**config.mk**
```make
export PLATFORM = sky130hd
export DESIGN_NAME = jtframe_multi_wait
export DESIGN_NICKNAME = d
export VERILOG_FILES = /design/src/rtl/jtframe_multi_wait.sv
export SDC_FILE = /design/constraint.sdc
export NUM_CORES = 1
export LEC_CHECK = 0
export CORE_AREA = 3 3 40 42
export CTS_BUF_LIST = sky130_fd_sc_hd__clkbuf_2
export DETAILED_ROUTE_END_ITERATION = 12
export DIE_AREA = 0 0 43 45
export PLACE_DENSITY = 0.54
export SYNTH_ARGS = -nofsm -noshare
export SYNTH_HDL_FRONTEND = slang
export SYNTH_SLANG_ARGS = --single-unit
```
**constraint.sdc**
```tcl
create_clock -name clk -period 1.7 [get_ports clk]
set_clock_uncertainty 0.15 [all_clocks]
set_input_delay 0.17 -clock clk [delete_from_list [all_inputs] [get_ports clk]]
set_output_delay 0.17 -clock clk [all_outputs]
set_load 0.005 [all_outputs]
```
**src/rtl/jtframe_multi_wait.sv**
```systemverilog
// Per-channel clock-enable gating with rate-limited recovery of dropped enables.
// Recovery is built only when JTFRAME_WAIT_RECOVER_EN is defined; otherwise plain gating.
module jtframe_multi_wait #(
  parameter int CHN    = 2,
  parameter int MISSW  = 4,
  parameter int RECGAP = 0
) (
  input  logic           clk,
  input  logic           rst,
  input  logic [CHN-1:0] start,
  input  logic [CHN-1:0] cen_in,
  output logic [CHN-1:0] cen_out,
  output logic [CHN-1:0] gate,
  input  logic [CHN-1:0] rom_cs,
  input  logic [CHN-1:0] rom_ok,
  input  logic [CHN-1:0] dev_busy,
  input  logic [CHN-1:0] bus_idle,
  output logic [CHN-1:0] miss_ovf
);

  logic [CHN-1:0] last_cs;
  logic [CHN-1:0] locked;
  logic [CHN-1:0] rom_rise;
  logic [CHN-1:0] rom_bad;
  logic [CHN-1:0] rec;

  always_comb begin
    rom_rise = rom_cs & ~last_cs;
    rom_bad  = (rom_cs & ~rom_ok) | rom_rise;
    gate     = start & ~(rom_bad | dev_busy | locked);
    cen_out  = (cen_in & gate) | rec;
  end

  // last_cs resets high so a request already active out of reset is not an edge
  always_ff @(posedge clk or posedge rst) begin
    if (rst) begin
      last_cs <= '1;
      locked  <= '0;
    end else begin
      last_cs <= rom_cs;
      locked  <= rom_bad | dev_busy;
    end
  end

`ifdef JTFRAME_WAIT_RECOVER_EN
  localparam int GW = (RECGAP > 0) ? $clog2(RECGAP + 1) : 1;

  genvar i;
  generate
    for (i = 0; i < CHN; i++) begin : g_rec
      logic [MISSW-1:0] miss;
      logic [GW-1:0]    gapcnt;
      logic             ovf;
      logic             drop;

      assign drop     = cen_in[i] & ~gate[i];
      assign rec[i]   = start[i] & (miss != '0) & ~cen_in[i] & bus_idle[i] & (gapcnt == '0);
      assign miss_ovf[i] = ovf;

      always_ff @(posedge clk or posedge rst) begin
        if (rst) begin
          miss   <= '0;
          gapcnt <= '0;
          ovf    <= 1'b0;
        end else if (!start[i]) begin
          miss   <= '0;
          gapcnt <= '0;
          ovf    <= 1'b0;
        end else begin
          if (drop) begin
            if (miss == '1) ovf  <= 1'b1;
            else            miss <= miss + 1'b1;
          end else if (rec[i]) begin
            miss <= miss - 1'b1;
          end
          if (rec[i])              gapcnt <= GW'(RECGAP);
          else if (gapcnt != '0)   gapcnt <= gapcnt - 1'b1;
        end
      end
    end
  endgenerate
`else
  logic unused_bus_idle;
  assign unused_bus_idle = &{1'b0, bus_idle};
  assign rec      = '0;
  assign miss_ovf = '0;
`endif

endmodule

```
Word-level counts from Yosys, hierarchy flattened
Index checks and enable logic that the tools add are counted.
Storage, ports and cells
  output and inout bits: 6
  RAM bits: 0
  bits in read-only memories: 0
  flip-flop bits (word level): 4
  logic and storage cells: 12
  memories kept: 0
  latch bits: 0
  input bits: 14
Operators by class
  mux-type cells: 0
  bitwise operators: 10
  shift-type cells: 0
  div/mod/pow operators: 0
  $mul: 0
  add/subtract/negate cells: 0
  equality and inequality tests: 0
  magnitude comparators: 0
  reduce and logical (&&, ||, !) cells: 0
Operators by type and width (number)
  2-bit bitwise AND: 4
  2-bit inverter: 3
  2-bit OR: 3

Logic depth before layout (Yosys ltp)
Gate-level depths: netlist (run 1).
  word-level depth: 8
  gate-level depth with buffers: 2

Worst setup path before layout (run 1)
OpenSTA, ideal clock, no wires.
  path kind: register to output
  start point: reg last_cs[0]
  end point: out gate[0]
  setup slack: 0.568 ns
  stages on the path, launching flop included: 3
  arrival: 0.812 ns
  cell sequence: dfstp_2 -> a21boi_4 -> nor4b_2
On the way
  word-level cells in the longest chain between the ends: 7
Ends and longest elaborated chain
  start: declaration: line 21  | logic [CHN-1:0] last_cs;
  start signal: assignment: line 40  | last_cs <= rom_cs;
  2-bit inverter: line 28  | rom_rise = rom_cs & ~last_cs;
  2-bit bitwise AND: line 28
  2-bit OR: line 29  | rom_bad = (rom_cs & ~rom_ok) | rom_rise;
  2-bit OR (2 in series): line 30  | gate = start & ~(rom_bad | dev_busy | locked);
  2-bit inverter: line 30
  2-bit bitwise AND: line 30
  end: declaration: line 13  | output logic [CHN-1:0] gate,
No other way between the ends.

Worst setup path in the final report (run 1)
Same ends and word-level chain as after synthesis.

==> results.cfg, run 1 <==
[critical_path]
cp.arrival_ns = 1.26
rrSetupSlack_ns = 0.65
critPathLaunch = last_cs[0]
critical_path_class = reg2out
timing.rr.start = last_cs[0]
worstSetupStartpointType = flop
crit_path_end = gate[0]
rr_worst_depth = 2
cp-end-kind = output port
crit_path_max_fanout = 3
worst_ep_required_time_ns = 1.38
rr_endpoint = locked[0]

[cells_and_area]
final_common_cell = clkdlybuf4s50_1
n_fill_cell = 131
syn2layout_area_growth_pct = 76.8
post-route-util_pct = 32.7
multi_input_area_um2 = 120
nNetsFinal = 52
most-common-layout-cells = clkdlybuf4s50_1, clkbuf_2, dlygate4sd2_1
fin_cells = 52
layout.area.seq_um2 = 103
final_layout_size_suffix_gt1_share_pct = 32.4
antennaDiodeCount = 0

[die]
io_pins = 20
fp.dieArea_um2 = 1940
rows = 13
die_w_um = 43
core_um2 = 1280
fp.dieH_um = 45
initial_core_util_pct = 18.5

[detailed_routing]
vias = 190
first_pass_iters = 2
drc_errors = 0
drtAntennaViolNets = 0
drt_iter0_drc = 1
vias_per_cell = 3.65
routedWlPerCell_um = 9.37
totalWireLength_um = 487

[cts]
cts_made_buffers = 3
clock_sinks = 4
htree_levels = 1
post-cts-setup-buffer-count = 0
cts_root_buf = clkbuf_2
clk_pin_slew_ns = 0.04
cts_tree = built
clk_latency_ns = 0.22
cts_max_path_buffers = 2

[synthesis]
synth_cells = 18
synth-edff-count = 0
async_flop_share_pct = 100
netlist.area_leader.share_pct = 22.1
synth.yosys.seq_area_share_pct = 43.2
avgSynthCellArea_um2 = 13.2
yosysUniqueCellTypes = 10
yosys_most_used_dff = dfstp_2
netlist_area_um2 = 238
synth_largest_area_cell = dfstp_2
synth_area_leaders = dfstp_2, dfrtp_1, a21boi_4, nor4b_2, nor4_2
synth_seq_cells = 4
ys.warnings.count = 0

[power]
powerDensity_nw_per_um2 = 628
p_leak_nw = 0.181
power.total_uw = 264
vdd.ir_drop.worst_mv = 0.435

[timing]
setup_tns_ns = 0
hold_ws_ns = 0.262
period_needed_ns = 1.58
hold_violations = 0
final_max_slew_viol_count = 0
setup_viol = 0
min_period_over_period_pct = 92.7
rsz0062_at_grt = no
fmax_mhz = 635

[global_route]
gr-total-overflow = 0
first_global_vias = 197
grt_pass1_wl_um = 834
antenna_found_initial = 0
grt_use_total_pct = 6.85
grt_max_degree = 5

[placement]
gp_congestion = 0.734
io_buffers = 15
dpl.cell_count = 47

[hold_path]
hp-class = in2reg

[run_status]
run_status = finished, final reports clean

[flow_run]
max_cap_viol_count = 0
[worst min-delay path by stage]
stage	start	end	slack, ns	depth (start not counted)
finish	rom_cs[0]	last_cs[0]	0.26	1
floorplan	rst	locked[0]	-0.22	1
global route	rom_cs[0]	last_cs[0]	0.23	1
global placement	rst	locked[0]	0.21	2
CTS	rom_cs[1]	last_cs[1]	0.25	1
detailed placement	rst	locked[0]	0.23	2
[registers in the layout (all words and copies together), names as in the netlist]
name,flops
last_cs,2
locked,2
[what timing repair did]
action	CTS	global route
endpoints found under the hold margin	2	0
hold buffers	1	0
resized for setup	4	0
endpoints found under the setup margin	4	0
[metal layers]
layer,up-vias,track usage [%],routed length [µm]
li1,95,-,-
met2,18,7.78,167
met1,77,7.54,212
met4,0,1.81,0
met3,0,8.76,108
met5,-,0,0
[critical path, stage by stage, from the launching register on]
cell and delay [ns]:
dfstp_2 0.53, a21boi_4 0.06, nor4b_2 0.20, dlygate4sd2_1 0.26
[cell type report]
| class | instances | share of cell area [%] |
|---|---|---|
| repair buffers | 16 | 36.9 |
| multi-input cells | 12 | 28.6 |
| inverters | 1 | 0.893 |
| clock buffers | 4 | 4.76 |
| well taps | 15 | 4.46 |
| flip-flops and latches | 4 | 24.4 |
[through the flow]
step                setup slack (ns)  cell area (µm²)
global route                 0.00586              420
floorplan                      0.568              241
detailed placement            -0.140              395
CTS                           0.0934              420
finish                         0.124              420
global placement              -0.106              395
[power by group]
part           internal [mW]  switching (mW)  leakage, nW
Combinational         0.0353          0.0170        0.122
Clock                 0.0621          0.0424       0.0166
Sequential             0.103         0.00437       0.0423
Total                  0.200          0.0637        0.181
[cell families (layout without fill, tap and decap cells)]
family / after synthesis / count (layout) / share of synthesized area, %
buffers and inverters: 3 / 21 / 7.89
AO/OA/AOI/OAI: 2 / 2 / 15.8
other: 1 / 2 / 1.58
flip-flops: 4 / 4 / 43.2
AND/OR/NAND/NOR: 8 / 8 / 31.6
Power figures use the tool's default switching activity.
==> run 2, diff against run 1 <==
- RECOVER_POWER: not set -> 50
==> run 2 against run 1 <==
Against the previous run: count of clock-buffer cells in the layout did not move; setup slack is the same; first-iteration DRC count did not move; sequential share of layout area unchanged; die area stayed put; core utilization unchanged.
==> results.cfg, run 2 (same netlist as run 1, synthesis figures left out) <==
[run_status]
run_status = finished, final reports clean

[cts]
cts_root_buf = clkbuf_2
htree_levels = 1
clock_sinks = 4
clk_pin_slew_ns = 0.04
cts_made_buffers = 3
cts_tree = built
cts_max_path_buffers = 2
clk_latency_ns = 0.22

[critical_path]
cp-end-kind = output port
worstSetupStartpointType = flop
cp.arrival_ns = 1.26
crit_path_max_fanout = 3
critical_path_class = reg2out
worst_ep_required_time_ns = 1.38

[global_route]
first_global_vias = 197
grt_use_total_pct = 6.85
grt_max_degree = 5
antenna_found_initial = 0
gr-total-overflow = 0
grt_pass1_wl_um = 834

[detailed_routing]
drt_iter0_drc = 1
totalWireLength_um = 487
vias_per_cell = 3.65
wl_met3_um = 108
vias = 190
drc_errors = 0
first_pass_iters = 2
routed-wl-met2_um = 167
wl_met1_um = 212
drtAntennaViolNets = 0
routed.top_layer = met3
routedWlPerCell_um = 9.37

[die]
initial_core_util_pct = 18.5
core_um2 = 1280
rows = 13
io_pins = 20
fp.dieArea_um2 = 1940
fp.dieH_um = 45
die_w_um = 43

[cells_and_area]
most-common-layout-cells = clkdlybuf4s50_1, clkbuf_2, dlygate4sd2_1
nNetsFinal = 52
largest_registers = last_cs (2), locked (2)
fin_cells = 52
final_common_cell = clkdlybuf4s50_1
final_layout_size_suffix_gt1_share_pct = 32.4
antennaDiodeCount = 0
syn2layout_area_growth_pct = 76.8

[placement]
pre_cts_ws_ns = -0.140
dpl.cell_count = 47
io_buffers = 15
gp_congestion = 0.734

[timing]
hold_violations = 0
rsz0062_at_grt = no
setup_ws_ns = 0.124
fmax_mhz = 635
final_max_slew_viol_count = 0
setup_viol = 0
min_period_over_period_pct = 92.7
period_needed_ns = 1.58

[power]
p_leak_nw = 0.182
powerDensity_nw_per_um2 = 627
vdd.ir_drop.worst_mv = 0.435

[hold_path]
hp-class = in2reg

[flow_run]
max_cap_viol_count = 0
-- run 2: repair_timing --
item	CTS	global route
resized for setup	4	0
setup endpoints to repair	4	0
hold endpoints to repair	2	0
buffers inserted	0	0
hold buffers	1	0
-- run 2: layer usage --
layer	global-route usage, %	up-vias
li1	-	95
met1	7.54	77
met2	7.78	18
met3	8.76	0
met4	1.81	0
met5	0	-
-- run 2: power by group --
group	switching, mW	internal (mW)
clock network	0.0424	0.0621
registers	0.00437	0.103
logic	0.0169	0.0348
-- run 2: cell type report --
| type | count | area [µm²] |
|---|---|---|
| Fill cell | 131 | 865 |
| Inverter | 1 | 3.75 |
| Timing Repair Buffer | 16 | 155 |
| Sequential cell | 4 | 103 |
| Tap cell | 15 | 18.8 |
| Clock buffer | 4 | 20.0 |
| Multi-Input combinational cell | 12 | 120 |
-- run 2: per-stage QoR --
stage	power (mW)	utilization (%)	setup TNS [ns]	hold WS (ns)	cell area, µm²
after floorplan	0.129	-	0	-0.215	241
after global placement	0.160	30.8	-0.409	0.212	395
after detailed placement	0.161	30.8	-0.499	0.227	395
after CTS	0.272	32.7	0	0.251	420
after global routing	0.295	32.7	0	0.228	420
final	0.264	32.7	0	0.262	420
-- run 2: path summary, 6_finish.rpt --
kind / from / endpoint / slack (ns) / depth (start not counted)
hold reg to reg: last_cs[1] / locked[1] / 0.52 / 2
setup reg to reg: last_cs[0] / locked[0] / 0.65 / 2
max in group asynchronous: rst / last_cs[0] / 0.48 / 3
setup / recovery: last_cs[0] / gate[0] / 0.12 / 3
hold / removal: rom_cs[0] / last_cs[0] / 0.26 / 1
min in group asynchronous: rst / locked[0] / 0.67 / 3
-- run 2: critical path, stage by stage (launching register included) --
cell and delay (ns):
dfstp_2 0.53, a21boi_4 0.06, nor4b_2 0.20, dlygate4sd2_1 0.26
